--- config.mk ---
export PLATFORM = sky130hd
export DESIGN_NAME = pipe_stall_ctrl
export DESIGN_NICKNAME = d
export VERILOG_FILES = /design/src/rtl/pipe_stall_ctrl.sv
export SDC_FILE = /design/constraint.sdc
export NUM_CORES = 1
export LEC_CHECK = 0
export ABC_AREA = 1
export CORE_MARGIN = 2
export CORE_UTILIZATION = 45
export DETAILED_ROUTE_END_ITERATION = 12
export PLACE_DENSITY = 0.74
export RECOVER_POWER = 50
export SLEW_MARGIN = 25
export SYNTH_ARGS = -nofsm -noshare
export SYNTH_HDL_FRONTEND = slang
export SYNTH_SLANG_ARGS = --single-unit
export TNS_END_PERCENT = 5
--- constraint.sdc ---
create_clock -name clk -period 5.2 [get_ports clk]
set_input_delay 1.56 -clock clk [delete_from_list [all_inputs] [get_ports clk]]
set_output_delay 1.56 -clock clk [all_outputs]
set_load 0.05 [all_outputs]
--- src/rtl/pipe_stall_ctrl.sv ---
// pipe_stall_ctrl: merges per-stage stall requests into the pipeline stall vector,
// sequences multi-cycle EX ops and counts stalled cycles.
module pipe_stall_ctrl #(
  parameter int CNT_W = 6
) (
  input  logic             clk,
  input  logic             rst,
  input  logic             stallreq_from_id,
  input  logic             stallreq_from_ex,
  input  logic             stallreq_from_mem,
  input  logic             ex_mc_start,
  input  logic [CNT_W-1:0] ex_mc_cycles,
  input  logic             ex_mc_cancel,
  output logic [5:0]       stall,
  output logic             ex_mc_busy,
  output logic             ex_mc_done,
  output logic [31:0]      stall_cycles
);
  localparam logic [1:0] IDLE = 2'd0;
  localparam logic [1:0] BUSY = 2'd1;
  localparam logic [1:0] DONE = 2'd2;
  logic [1:0] state;
  logic [CNT_W-1:0] cnt;
  logic mc_start_ok;
  logic mc_hold;
  assign mc_start_ok = state == IDLE && ex_mc_start && ex_mc_cycles != '0 && !ex_mc_cancel;
  assign mc_hold = !ex_mc_cancel && (state == BUSY || mc_start_ok);
  // Reset overrides the combinational request path so no stage is held while in reset.
  always_comb
    stall = !rst              ? 6'b000000 :
            stallreq_from_mem ? 6'b011111 :
            (stallreq_from_ex || mc_hold) ? 6'b001111 :
            stallreq_from_id  ? 6'b000111 : 6'b000000;
  assign ex_mc_busy = state == BUSY;
  assign ex_mc_done = state == DONE;
  always_ff @(posedge clk or negedge rst) begin
    if (!rst) begin
      state <= IDLE;
      cnt   <= '0;
    end else if (ex_mc_cancel) begin
      state <= IDLE;
      cnt   <= '0;
    end else if (state == IDLE) begin
      if (mc_start_ok) begin
        state <= ex_mc_cycles == CNT_W'(1) ? DONE : BUSY;
        cnt   <= ex_mc_cycles - CNT_W'(1);
      end
    end else if (state == BUSY) begin
      if (!stallreq_from_mem) begin
        cnt   <= cnt - CNT_W'(1);
        state <= cnt == CNT_W'(1) ? DONE : BUSY;
      end
    end else if (state == DONE) begin
      state <= stall[3] ? DONE : IDLE;
    end else begin
      state <= IDLE;
    end
  end
  always_ff @(posedge clk or negedge rst) begin
    if (!rst) stall_cycles <= '0;
    else if (stall[0] && stall_cycles != 32'hFFFF_FFFF) stall_cycles <= stall_cycles + 32'd1;
  end
endmodule

==> results by group <==
STA
  – Final min period: 4.83 ns
  – Clock skew: between 0.004 and 0.005 ns
  – RSZ-0062 raised after global routing: no
  – Setup_tns: 0 ns
  – Final setup vio count: 0
  – Final Hold Vio Count: 0
  – Slew Limit Headroom: 0.134
  – Final Slew Violations: 0
  – Worst hold slack: ~0.53 ns
  – Max Freq: just over 0.2 GHz
  – Tcrit/Tclk final: 0.929
  – Worst slew pin tran: around 1.3 ns

Logic synthesis
  – Yosys reg bits: 40
  – Post-synthesis sequential area ratio: 0.346
  – Mapped cell area: 2890 um2
  – Yosys cell types: 27
  – Async S/R FF share, synth: 1.00
  – Yosys Warn Count: 0
  – Synth Flop Type: dfrtp_1
  – Syn Area/Cell: 6.58 um2
  – Syn nets: roughly 460
  – Syn Inst Count: around 440
  – Synth top area share: 0.346
  – Synth area leaders: dfrtp_1, nand2_1, nand3_1, nor2_1, xor2_1
  – Leading area contributor after synthesis: dfrtp_1
  – Post-synth EDFFs: 0

Clock network
  – Worst-path clk slew: roughly 0.070 ns
  – Postcts setup bufs: 0
  – CTS sink count: 40
  – # H-tree levels: 2
  – TritonCTS Buffers: 5
  – Clock Path Buffers: 2
  – Post_cts resized: 0
  – Clk root buf: clkbuf_8
  – Skew-Pair Late Insertion Delay: about 0.29 ns
  – Hold buffers post-CTS: 0
  – TritonCTS clock tree: yes

Power
  – Worst vdd rail ir drop: around 0.00025 V
  – Leakage power figure: around 1.7 nW
  – Pwr dens: 316 nW/um2

Layout
  – # nets final: ~510
  – Final Util: 0.562
  – Area Overhead vs Synth: 22.0%
  – Commonest non-fill, non-tap cells in the layout: nand2_1, nor2_1, nand3_1
  – Post-route cell area: 3530 um2
  – Share of post-route cells with drive strength above 1: 0.0454
  – Most common cell after layout, fill and taps aside: nand2_1
  – Antenna cells: 0

Worst setup path
  – Type of element launching the critical path: input port
  – Worst setup path class: input port to output port
  – Critical path data arrival time: roughly 3.3 ns
  – Endpoint type of the worst setup path: output port
  – CP Max Fanout: 4
  – CP required: roughly 3.6 ns

Route
  – Routed WL: slightly below 8 mm
  – Metal2 WL: approximately 3.6 mm
  – DR iter-0 viols: between 150 and 200
  – Via Count: approximately 3000
  – Met3 WL: ~380 um
  – DR WL/cell: 13.8 um
  – Metal-1 WL: approximately 3.6 mm
  – Top sig layer: met4
  – DRC viols: 0
  – Router iterations before antenna repair: 5
  – Antenna Nets Post-Route: 0
  – Avg Vias per Cell: ~5.3

Floorplanning
  – Ports: 53
  – Initial core utilization: 0.460
  – Die X-Extent: around 84 um
  – Core area: between 6000 and 7000 um2
  – Rows: 29
  – Die ar.: around 7100 um2
  – Vert. Die Dim: ~84 um

Worst hold path
  – Hold WC Path Type: flop to flop

Outcome
  – Outcome: complete, no violations

Global routing
  – Largest net degree at the start of global routing: 34
  – Total gr overflow: 0
  – Vias in the first global route: roughly 2800
  – Initial antenna violation count: 0
  – First-pass GRT wire length: around 13 mm
  – Total GRT Usage: 0.228

Flow run
  – Max cap viols: 0

Placement
  – Post-DP Area: about 3500 um2
  – RePlAce Congestion: between 0.9 and 1
  – PortBufs: 51
  – Post-DP HPWL: ~5.9 mm
==> per-stage QoR <==
step | std cells | worst slack (ns) | total power [mW]
finish | 562 | 0.370 | 1.11
global route | 562 | 0.220 | 1.19
CTS | 562 | 0.497 | 1.12
detailed placement | 557 | 0.495 | 0.929
global placement | 557 | 0.532 | 0.912
floorplan | 439 | 0.746 | 0.777
==> Yosys cell counts, types with 3 or more instances <==
cell type and n:
inv_1 35, o21ai_0 12, buf_4 3, ha_1 6, xnor2_1 4, nand3_1 54
nor2_1 55, buf_6 3, nor3_1 7, buf_2 6, nand3b_1 5, nand2_1 168
dfrtp_1 40, xor2_1 17, nand4_1 4, a21oi_1 6
==> layer usage <==
metal  vias to the layer above  track usage
met5                         -            0
met4                         0       0.0938
met3                        15       0.0246
met2                       101        0.381
met1                      1368        0.303
li1                       1474            -
==> sequential cells by signal (all words and copies together), names as in the netlist <==
name          flops
stall_cycles     32
state             2
cnt               6
==> critical path, stage by stage <==
cell and delay [ns]:
dlygate4sd3_1 0.57, inv_1 0.10, ha_1 0.20, nand3_1 0.08, nand2_1 0.07, nand2_1 0.06, nand2_1 0.05, nand2_1 0.07
nand2_1 0.08, nand2_2 0.26, buf_12 0.17
==> kinds of logic after synthesis <==
logic type                 after synthesis  synth area share
other                                    1           0.00130
xor gates and xnor gates                21            0.0636
DFF                                     40             0.346
AOI/OAI and AO/OA                       19            0.0346
and+or+nand+nor                        303             0.450
buffers and inverters                   49            0.0779
adders and majority gates                6            0.0260
==> report_power, final <==
group | total [mW] | internal, mW | switching (mW)
combinational | 0.523 | 0.167 | 0.356
sequential | 0.400 | 0.356 | 0.0436
clock | 0.191 | 0.0866 | 0.104
total | 1.11 | 0.610 | 0.504
==> path summary, 6_finish.rpt <==
| check | startpoint | to | slack [ns] | depth (start not counted) |
|---|---|---|---|---|
| max in group asynchronous | rst | stall_cycles[18]$_DFFE_PN0P_ | 1.85 | 3 |
| max | ex_mc_cycles[0] | stall[2] | 0.37 | 11 |
| max reg2reg | state[1]$_DFFE_PN0P_ | stall_cycles[21]$_DFFE_PN0P_ | 2.64 | 13 |
| min reg2reg | stall_cycles[31]$_DFFE_PN0P_ | stall_cycles[31]$_DFFE_PN0P_ | 0.53 | 2 |
| min | stall_cycles[31]$_DFFE_PN0P_ | stall_cycles[31]$_DFFE_PN0P_ | 0.53 | 2 |
| min in group asynchronous | rst | cnt[0]$_DFFE_PN0P_ | 1.61 | 2 |
==> area by class of cell <==
| cell class | count | area, um2 |
|---|---|---|
| clock buffers | 5 | 68.8 |
| fillers | 626 | 2750 |
| inverters | 36 | 135 |
| multi-input cells | 350 | 1660 |
| flip-flops and latches | 40 | 1000 |
| well taps | 77 | 96.3 |
| repair buffers | 54 | 561 |
No activity file was read; power rests on OpenSTA's default activity.
